File: config.mk
export PLATFORM = sky130hd
export DESIGN_NAME = adc_spi_scanner_flat
export DESIGN_NICKNAME = d
export VERILOG_FILES = /design/src/rtl/adc_spi_scanner_pkg.sv /design/src/rtl/adc_spi_scanner_if.sv /design/src/rtl/adc_spi_scanner_sclk.sv /design/src/rtl/adc_spi_scanner.sv /design/src/flat_wrapper.sv
export SDC_FILE = /design/constraint.sdc
export NUM_CORES = 1
export LEC_CHECK = 0
export CAP_MARGIN = 20
export CORE_ASPECT_RATIO = 0.6
export CORE_MARGIN = 2
export CORE_UTILIZATION = 57
export CTS_BUF_LIST = sky130_fd_sc_hd__clkbuf_2 sky130_fd_sc_hd__clkbuf_4 sky130_fd_sc_hd__clkbuf_8
export CTS_CLUSTER_SIZE = 20
export DETAILED_ROUTE_END_ITERATION = 16
export GPL_TIMING_DRIVEN = 0
export PLACE_DENSITY_LB_ADDON = 0.12
export SLEW_MARGIN = 20
export SYNTH_ARGS = -nofsm -noshare
export SYNTH_HDL_FRONTEND = slang
export SYNTH_SLANG_ARGS = --single-unit
File: constraint.sdc
create_clock -name clk -period 2.8 [get_ports clk]
set_input_delay 0.56 -clock clk [delete_from_list [all_inputs] [get_ports clk]]
set_output_delay 0.56 -clock clk [all_outputs]
set_load 0.05 [all_outputs]
File: src/rtl/adc_spi_scanner_pkg.sv
// ============================================================================
// Module   : adc_pkg
// Purpose  : Shared types and helpers for the multi-channel SPI ADC scanner.
// Revision : 1.0 - initial release
// ============================================================================
`default_nettype none

package adc_pkg;

    // Frame sequencer states
    typedef enum logic [2:0] {
        S_IDLE = 3'd0,
        S_CMD  = 3'd1,
        S_NULL = 3'd2,
        S_DATA = 3'd3,
        S_GAP  = 3'd4
    } state_t;

    // First bit of every command header
    localparam logic c_CMD_START_BIT = 1'b1;

    // Channel-number width; a single-channel build still carries one bit
    function automatic int ch_width(input int num_ch);
        return (num_ch <= 1) ? 1 : $clog2(num_ch);
    endfunction

    // Command header length: start bit, mode bit, channel number
    function automatic int cmd_len(input int ch_w);
        return 2 + ch_w;
    endfunction

    // Serial-clock periods per conversion frame: CMD + NULL + DATA + GAP
    function automatic int frame_len(input int data_bits, input int ch_w);
        return cmd_len(ch_w) + 1 + data_bits + 1;
    endfunction

endpackage

`default_nettype wire

File: src/rtl/adc_spi_scanner_if.sv
// ============================================================================
// Module   : adc_spi_scanner_if
// Purpose  : Control/result handshake plus ADC serial pins of the scanner.
// Revision : 1.0 - initial release
// ============================================================================
`default_nettype none

interface adc_spi_scanner_if
    import adc_pkg::*;
#(
    parameter int DATA_BITS = 12,
    parameter int NUM_CH    = 2,
    parameter int CH_W      = ch_width(NUM_CH)
);
    logic                  start;
    logic                  continuous;
    logic                  diff_mode;
    logic [NUM_CH-1:0]     ch_mask;
    logic                  miso;
    logic                  cs_n;
    logic                  sclk;
    logic                  mosi;
    logic [DATA_BITS-1:0]  sample;
    logic [CH_W-1:0]       sample_ch;
    logic                  sample_valid;
    logic                  busy;
    logic                  done;

    // Collector + ADC side
    modport master (
        output start, continuous, diff_mode, ch_mask, miso,
        input  cs_n, sclk, mosi, sample, sample_ch, sample_valid, busy, done
    );

    // Scanner side
    modport slave (
        input  start, continuous, diff_mode, ch_mask, miso,
        output cs_n, sclk, mosi, sample, sample_ch, sample_valid, busy, done
    );
endinterface

`default_nettype wire

File: src/rtl/adc_spi_scanner_sclk.sv
// ============================================================================
// Module   : adc_sclk_gen
// Purpose  : Bit-period divider producing sclk, end-of-period tick and the
//            miso sample strobe.
// Revision : 1.0 - initial release
// ============================================================================
`default_nettype none

module adc_sclk_gen #(
    parameter int CLK_DIV = 28
) (
    input  wire logic clk,
    input  wire logic rst_n,
    input  wire logic i_en,       // low holds the count at 0
    input  wire logic i_sclk_en,  // low forces sclk low for the whole period
    output logic      o_sclk,
    output logic      o_tick,     // last cycle of a period; registered state lands on div==0
    output logic      o_sample    // div == CLK_DIV/4, miso is sampled at the end of this cycle
);
    localparam int c_DIV_W = $clog2(CLK_DIV);
    localparam int c_HALF  = CLK_DIV / 2;
    localparam int c_QTR   = CLK_DIV / 4;

    logic [c_DIV_W-1:0] r_div;
    logic [c_DIV_W-1:0] w_div_nxt;
    logic               r_sclk;

    // Next divider value: wrap at CLK_DIV-1, park at 0 while disabled
    always_comb begin
        w_div_nxt = '0;
        if (i_en && (r_div != c_DIV_W'(CLK_DIV - 1)))
            w_div_nxt = r_div + 1'b1;
    end

    // Divider and sclk registers; sclk is derived from the next count so it is aligned with div
    always_ff @(posedge clk or negedge rst_n) begin
        if (!rst_n) begin
            r_div  <= '0;
            r_sclk <= 1'b0;
        end else begin
            r_div  <= w_div_nxt;
            r_sclk <= i_en && i_sclk_en && (w_div_nxt >= c_DIV_W'(c_HALF));
        end
    end

    assign o_sclk   = r_sclk;
    assign o_tick   = i_en && (r_div == c_DIV_W'(CLK_DIV - 1));
    assign o_sample = i_en && (r_div == c_DIV_W'(c_QTR));
endmodule

`default_nettype wire

File: src/rtl/adc_spi_scanner.sv
// ============================================================================
// Module   : adc_spi_scanner
// Purpose  : Scans enabled ADC channels over SPI, one tagged sample per frame,
//            with start/busy/done handshake and optional continuous passes.
// Revision : 1.0 - initial release
// ============================================================================
`default_nettype none

module adc_spi_scanner
    import adc_pkg::*;
#(
    parameter int CLK_DIV   = 28,
    parameter int DATA_BITS = 12,
    parameter int NUM_CH    = 2
) (
    input  wire logic         clk,
    input  wire logic         rst_n,
    adc_spi_scanner_if.slave  bus
);
    localparam int c_CH_W    = ch_width(NUM_CH);
    localparam int c_CMD_LEN = cmd_len(c_CH_W);
    localparam int c_CNT_W   = $clog2(DATA_BITS + c_CMD_LEN);

    state_t                r_state, w_state_nxt;
    logic [c_CNT_W-1:0]    r_cnt, w_cnt_nxt;
    logic [c_CH_W-1:0]     r_ch, w_ch_nxt;
    logic [NUM_CH-1:0]     r_mask, w_mask_nxt;
    logic                  r_diff, w_diff_nxt;
    logic                  w_pass_end;
    logic [c_CH_W:0]       w_hit;
    logic [DATA_BITS-1:0]  r_sr;

    logic                  w_tick, w_sample, w_sclk;
    logic                  w_cs_n_nxt, w_mosi_nxt, w_valid_nxt, w_busy_nxt;
    logic [c_CMD_LEN-1:0]  w_cmd, w_cmd_sh;

    logic                  r_cs_n, r_mosi, r_valid, r_busy, r_done;
    logic [DATA_BITS-1:0]  r_sample;
    logic [c_CH_W-1:0]     r_sample_ch;

    // Lowest enabled channel at or above 'from'; MSB of the result flags a hit
    function automatic logic [c_CH_W:0] find_en(input logic [NUM_CH-1:0] mask, input int from);
        logic [c_CH_W:0] res;
        res = '0;
        for (int i = NUM_CH - 1; i >= 0; i--)
            if (mask[i] && (i >= from))
                res = {1'b1, c_CH_W'(i)};
        return res;
    endfunction

    adc_sclk_gen #(.CLK_DIV(CLK_DIV)) u_sclk (
        .clk       (clk),
        .rst_n     (rst_n),
        .i_en      (r_state != S_IDLE),
        .i_sclk_en (r_state != S_GAP),
        .o_sclk    (w_sclk),
        .o_tick    (w_tick),
        .o_sample  (w_sample)
    );

    // State and per-pass context registers
    always_ff @(posedge clk or negedge rst_n) begin
        if (!rst_n) begin
            r_state <= S_IDLE;
            r_cnt   <= '0;
            r_ch    <= '0;
            r_mask  <= '0;
            r_diff  <= 1'b0;
        end else begin
            r_state <= w_state_nxt;
            r_cnt   <= w_cnt_nxt;
            r_ch    <= w_ch_nxt;
            r_mask  <= w_mask_nxt;
            r_diff  <= w_diff_nxt;
        end
    end

    // Next-state: frames advance on period boundaries, channel walk happens at GAP exit
    always_comb begin
        w_state_nxt = r_state;
        w_cnt_nxt   = r_cnt;
        w_ch_nxt    = r_ch;
        w_mask_nxt  = r_mask;
        w_diff_nxt  = r_diff;
        w_pass_end  = 1'b0;
        w_hit       = '0;
        case (r_state)
            S_IDLE: begin
                if (bus.start) begin
                    if (|bus.ch_mask) begin
                        w_hit       = find_en(bus.ch_mask, 0);
                        w_state_nxt = S_CMD;
                        w_cnt_nxt   = '0;
                        w_ch_nxt    = w_hit[c_CH_W-1:0];
                        w_mask_nxt  = bus.ch_mask;
                        w_diff_nxt  = bus.diff_mode;
                    end else begin
                        w_pass_end  = 1'b1;
                    end
                end
            end
            S_CMD: begin
                if (w_tick) begin
                    if (r_cnt == c_CNT_W'(c_CMD_LEN - 1)) begin
                        w_state_nxt = S_NULL;
                        w_cnt_nxt   = '0;
                    end else begin
                        w_cnt_nxt   = r_cnt + 1'b1;
                    end
                end
            end
            S_NULL: begin
                if (w_tick) begin
                    w_state_nxt = S_DATA;
                    w_cnt_nxt   = '0;
                end
            end
            S_DATA: begin
                if (w_tick) begin
                    if (r_cnt == c_CNT_W'(DATA_BITS - 1)) begin
                        w_state_nxt = S_GAP;
                        w_cnt_nxt   = '0;
                    end else begin
                        w_cnt_nxt   = r_cnt + 1'b1;
                    end
                end
            end
            S_GAP: begin
                if (w_tick) begin
                    w_cnt_nxt = '0;
                    w_hit     = find_en(r_mask, int'(r_ch) + 1);
                    if (w_hit[c_CH_W]) begin
                        w_state_nxt = S_CMD;
                        w_ch_nxt    = w_hit[c_CH_W-1:0];
                    end else begin
                        w_pass_end = 1'b1;
                        if (bus.continuous && (|bus.ch_mask)) begin
                            w_hit       = find_en(bus.ch_mask, 0);
                            w_state_nxt = S_CMD;
                            w_ch_nxt    = w_hit[c_CH_W-1:0];
                            w_mask_nxt  = bus.ch_mask;
                            w_diff_nxt  = bus.diff_mode;
                        end else begin
                            w_state_nxt = S_IDLE;
                        end
                    end
                end
            end
            default: w_state_nxt = S_IDLE;
        endcase
    end

    // Output decode from the upcoming state so every pin is a register
    always_comb begin
        w_cmd       = {c_CMD_START_BIT, ~w_diff_nxt, w_ch_nxt};
        w_cmd_sh    = w_cmd << w_cnt_nxt;
        w_cs_n_nxt  = !((w_state_nxt == S_CMD) || (w_state_nxt == S_NULL) || (w_state_nxt == S_DATA));
        w_mosi_nxt  = (w_state_nxt == S_CMD) && w_cmd_sh[c_CMD_LEN-1];
        w_valid_nxt = w_tick && (r_state == S_DATA) && (w_state_nxt == S_GAP);
        w_busy_nxt  = (w_state_nxt != S_IDLE);
    end

    // Registered pins and result latch at GAP entry
    always_ff @(posedge clk or negedge rst_n) begin
        if (!rst_n) begin
            r_cs_n      <= 1'b1;
            r_mosi      <= 1'b0;
            r_valid     <= 1'b0;
            r_busy      <= 1'b0;
            r_done      <= 1'b0;
            r_sample    <= '0;
            r_sample_ch <= '0;
        end else begin
            r_cs_n  <= w_cs_n_nxt;
            r_mosi  <= w_mosi_nxt;
            r_valid <= w_valid_nxt;
            r_busy  <= w_busy_nxt;
            r_done  <= w_pass_end;
            if (w_valid_nxt) begin
                r_sample    <= r_sr;
                r_sample_ch <= r_ch;
            end
        end
    end

    // Result shift register, MSB arrives first
    always_ff @(posedge clk or negedge rst_n) begin
        if (!rst_n)
            r_sr <= '0;
        else if ((r_state == S_DATA) && w_sample)
            r_sr <= {r_sr[DATA_BITS-2:0], bus.miso};
    end

    assign bus.cs_n         = r_cs_n;
    assign bus.sclk         = w_sclk;
    assign bus.mosi         = r_mosi;
    assign bus.sample       = r_sample;
    assign bus.sample_ch    = r_sample_ch;
    assign bus.sample_valid = r_valid;
    assign bus.busy         = r_busy;
    assign bus.done         = r_done;
endmodule

`default_nettype wire
File: src/flat_wrapper.sv
// flat-port wrapper written by rule: the top's interface ports become plain ports
module adc_spi_scanner_flat import adc_pkg::*;
#(
    parameter int CLK_DIV   = 28,
    parameter int DATA_BITS = 12,
    parameter int NUM_CH    = 2
)
  (clk, rst_n, bus_start, bus_continuous, bus_diff_mode, bus_ch_mask, bus_miso, bus_cs_n, bus_sclk, bus_mosi, bus_sample, bus_sample_ch, bus_sample_valid, bus_busy, bus_done);
  adc_spi_scanner_if #(.DATA_BITS(DATA_BITS), .NUM_CH(NUM_CH)) bus_i ();
  input  wire logic clk;
  input  wire logic rst_n;
  input wire logic [$bits(bus_i.start)-1:0] bus_start;
  input wire logic [$bits(bus_i.continuous)-1:0] bus_continuous;
  input wire logic [$bits(bus_i.diff_mode)-1:0] bus_diff_mode;
  input wire logic [$bits(bus_i.ch_mask)-1:0] bus_ch_mask;
  input wire logic [$bits(bus_i.miso)-1:0] bus_miso;
  output wire logic [$bits(bus_i.cs_n)-1:0] bus_cs_n;
  output wire logic [$bits(bus_i.sclk)-1:0] bus_sclk;
  output wire logic [$bits(bus_i.mosi)-1:0] bus_mosi;
  output wire logic [$bits(bus_i.sample)-1:0] bus_sample;
  output wire logic [$bits(bus_i.sample_ch)-1:0] bus_sample_ch;
  output wire logic [$bits(bus_i.sample_valid)-1:0] bus_sample_valid;
  output wire logic [$bits(bus_i.busy)-1:0] bus_busy;
  output wire logic [$bits(bus_i.done)-1:0] bus_done;
  assign bus_i.start = bus_start;
  assign bus_i.continuous = bus_continuous;
  assign bus_i.diff_mode = bus_diff_mode;
  assign bus_i.ch_mask = bus_ch_mask;
  assign bus_i.miso = bus_miso;
  assign bus_cs_n = bus_i.cs_n;
  assign bus_sclk = bus_i.sclk;
  assign bus_mosi = bus_i.mosi;
  assign bus_sample = bus_i.sample;
  assign bus_sample_ch = bus_i.sample_ch;
  assign bus_sample_valid = bus_i.sample_valid;
  assign bus_busy = bus_i.busy;
  assign bus_done = bus_i.done;
  adc_spi_scanner #(.CLK_DIV(CLK_DIV), .DATA_BITS(DATA_BITS), .NUM_CH(NUM_CH)) u_core (.clk(clk), .rst_n(rst_n), .bus(bus_i));
endmodule
==> impl_metrics.tcl <==
set metrics [dict create \
    place.gp.congestion 0.835 \
    clk_path_buf_depth 2 \
    max_stage_delay_ps 440 \
    crit_chain "clkdlybuf4s50_1, nor2b_1, and3b_1, clkbuf_1, nor2_1, o21ai_0, nand4b_1, a2111oi_4" \
    tns_ps 0 \
    antenna_found_initial 0 \
    cts_post_setup_buffers_inserted 0 \
    ys_top_cells_by_area "dfrtp_1 (53%), mux2_2 (12%), nor2_1 (2.8%)" \
    core-area_mm2 0.00362 \
    synth_edf_count 0 \
    hold_violations 0 \
    use_met3_pct 5.49 \
    fin_hold_ws_ps 211 \
    grt_pass1_wl_mm 6.67 \
    post_drt_via_cell_ratio 5.63 \
    top_usage_layer "met2" \
    ir_drop_uv 350 \
    path_buf_inv 2 \
    ys_ff_latch 46 \
    postCtsHoldBufs 0 \
    synth.avg_cell_area_um2 11.8 \
    ant_nets 0 \
    outcome "finished, final reports clean" \
    io_pins 27 \
    grt_overflow 0 \
    slew_viol_final 0 \
    grtUsageMet1_pct 28.8 \
    fin_crit_ps 2450 \
    r2r_start "u_core.u_sclk.r_div[0]$_DFF_PN0_" \
    fmax_mhz 409 \
    post-synth-top-area-cell "dfrtp_1" \
    hold_path_class "in -> async" \
    cpMaxStageDelayCell "clkdlybuf4s50_1" \
    crit_family "simple AND/OR/NAND/NOR gates" \
    use_met2_pct 30.5 \
    nNetsFinal 225 \
    critical_path_required_ps 2990 \
    crit_path_end_kind "flop" \
    period_share_pct 87.4 \
    worst_pin_slew_ps 615 \
    grt_start_max_net_pins 28 \
    root_buffer "clkbuf_8" \
    firstDrtPassIters 4 \
    instances_no_fill 262 \
    cts_max_level 2 \
    max_cap_violations 0 \
    row_count 17 \
    drt_iter0_drc 91 \
    finalSetupViolations 0 \
    synth_warnings 0 \
    dieWidth_um 82.8 \
    ff2ff_setup_slack_ps 410 \
    layout-drive-gt1-share_pct 23.3 \
    numCtsBuffers 5 \
    path_clk_slew_ps 90 \
    critPathLaunch "bus_start" \
    syn_inst 180 \
    grt_setup_unrepaired "false" \
    placed_cells 254 \
    cp.arrival_ps 2640 \
    synthArstFlopShare_pct 100 \
    synth_nets 191 \
    wl_per_cell_um 14.9 \
    clock_latency_ps 300 \
    area_growth_pct 21.0 \
    die_h_um 51.3 \
    yosys_most_used_dff "dfrtp_1" \
    start_util_pct 58.8 \
    final_cell_mix "dfrtp_1 (45), clkdlybuf4s50_1 (25), mux2_2 (23), nor2_1 (16), nand2_1 (11)" \
    power_density_mw_per_mm2 464 \
    fin_skew_ps 12.6 \
    portBuffers 26 \
    startpoint_type "input port" \
    slew_headroom_pct 58.6 \
    cts_tree "yes" \
    cts_num_sinks 46 \
    synth-seq-area-share_pct 54.2 \
    dp_hpwl_mm 2.85 \
    nFillCells 247 \
    synth_area_mm2 0.00213 \
    fp.dieArea_mm2 0.00425 \
    track_usage_pct 20.3 \
    synth_cell_types 43 \
    num_vias 1475 \
    mostFrequentLayoutCell "dfrtp_1" \
    wl_mm 3.91 \
    cts_resized 0 \
    crit_fanout 6 \
    path_class "in -> reg" \
    synth_top_area_share_pct 53.0 \
    grt_pass1_vias 1359 \
    route.detailed.drc 0 \
    p_leak_nw 1.12 \
    diodes 0 \
]
-- registers in the layout (all words and copies together), names as in the netlist, 3 cells and up --
| signal | count |
|---|---|
| u_core.bus.sample | 12 |
| u_core.r_sr | 12 |
| u_core.u_sclk.r_div | 5 |
| u_core.r_cnt | 4 |
| u_core.r_state | 3 |
-- final cells by class --
type / count / area [um2] / share of cell area (%)
Clock inverter: 3 / 43.8 / 1.70
Tap cell: 47 / 58.8 / 2.29
Timing Repair Buffer: 27 / 275 / 10.7
Sequential cell: 46 / 1150 / 44.8
Clock buffer: 5 / 68.8 / 2.68
Inverter: 4 / 15.0 / 0.584
Multi-Input combinational cell: 122 / 908 / 35.3
Buffer: 8 / 50.0 / 1.95
-- per-layer routing --
layer  vias up  wire length [um]
li1        705                 -
met1       719              2000
met2        45              1650
met3         6               230
met4         0                25
met5         -                 0
-- report_power, final --
part | switching, W | leakage [nW] | internal, W | total (W)
registers | 0.000000736 | 0.592 | 0.000664 | 0.000665
logic | 0.0000196 | 0.470 | 0.0000131 | 0.0000327
clock network | 0.000227 | 0.0585 | 0.000267 | 0.000495
total | 0.000248 | 1.12 | 0.000945 | 0.00119
-- through the flow --
| step | util [%] | power (W) | cell area [um2] | setup slack, ps |
|---|---|---|---|---|
| 6_report | 71.1 | 0.00119 | 2570 | 353 |
| 5_1_grt | 71.1 | 0.00124 | 2570 | 162 |
| 4_1_cts | 71.1 | 0.00121 | 2570 | 391 |
| 3_5_place_dp | 68.0 | 0.000712 | 2460 | 68.2 |
| 3_3_place_gp | 67.6 | 0.000707 | 2440 | 32.9 |
| 2_1_floorplan | - | 0.000684 | 2130 | 736 |
-- final timing paths --
| check | end | depth (start not counted) |
|---|---|---|
| hold reg to reg | u_core.r_diff$_DFF_PN0_ | 1 |
| hold / removal | u_core.r_state[2]$_DFF_PN0_ | 1 |
| setup reg to reg | u_core.bus.sample[1]$_DFFE_PN0P_ | 7 |
| min in group clk | u_core.r_diff$_DFF_PN0_ | 1 |
| setup / recovery | u_core.bus.mosi$_DFF_PN0_ | 8 |
| max in group asynchronous | u_core.bus.cs_n$_DFF_PN1_ | 2 |
-- cell families (layout without fill, tap and decap cells) --
logic type                 after synthesis  after routing  share of synthesized area (%)
xor gates and xnor gates                 4              4                           1.65
AOI/OAI and AO/OA                       27             27                           8.48
DFF                                     46             46                           54.2
buffers and inverters                   12             47                           3.06
and+or+nand+nor                         62             62                           16.9
adders and majority gates                3              3                           1.77
muxes                                   26             26                           13.9
-- worst reg2reg max path, delay by kind of cell, from the launching register on --
kind	cells	cell delay (ps)
fa+ha+maj	1	350
buf+inv	2	470
flops	1	410
mux	1	370
simple gates	3	670
-- synthesized netlist by cell type, types with 2 or more instances --
cell	number
a31oi_1	3
buf_2	4
nor2_1	16
nand2b_1	4
o21ai_0	9
nand4b_1	2
inv_1	4
nand2_1	11
nor4_1	2
nand3_1	4
dfrtp_1	45
a21oi_1	8
buf_6	2
nor2_2	2
clkbuf_1	2
o31ai_1	2
mux2_1	2
mux2_2	23
nor3_1	7
xnor2_1	3
ha_1	3
No activity file was read; power rests on OpenSTA's default activity.
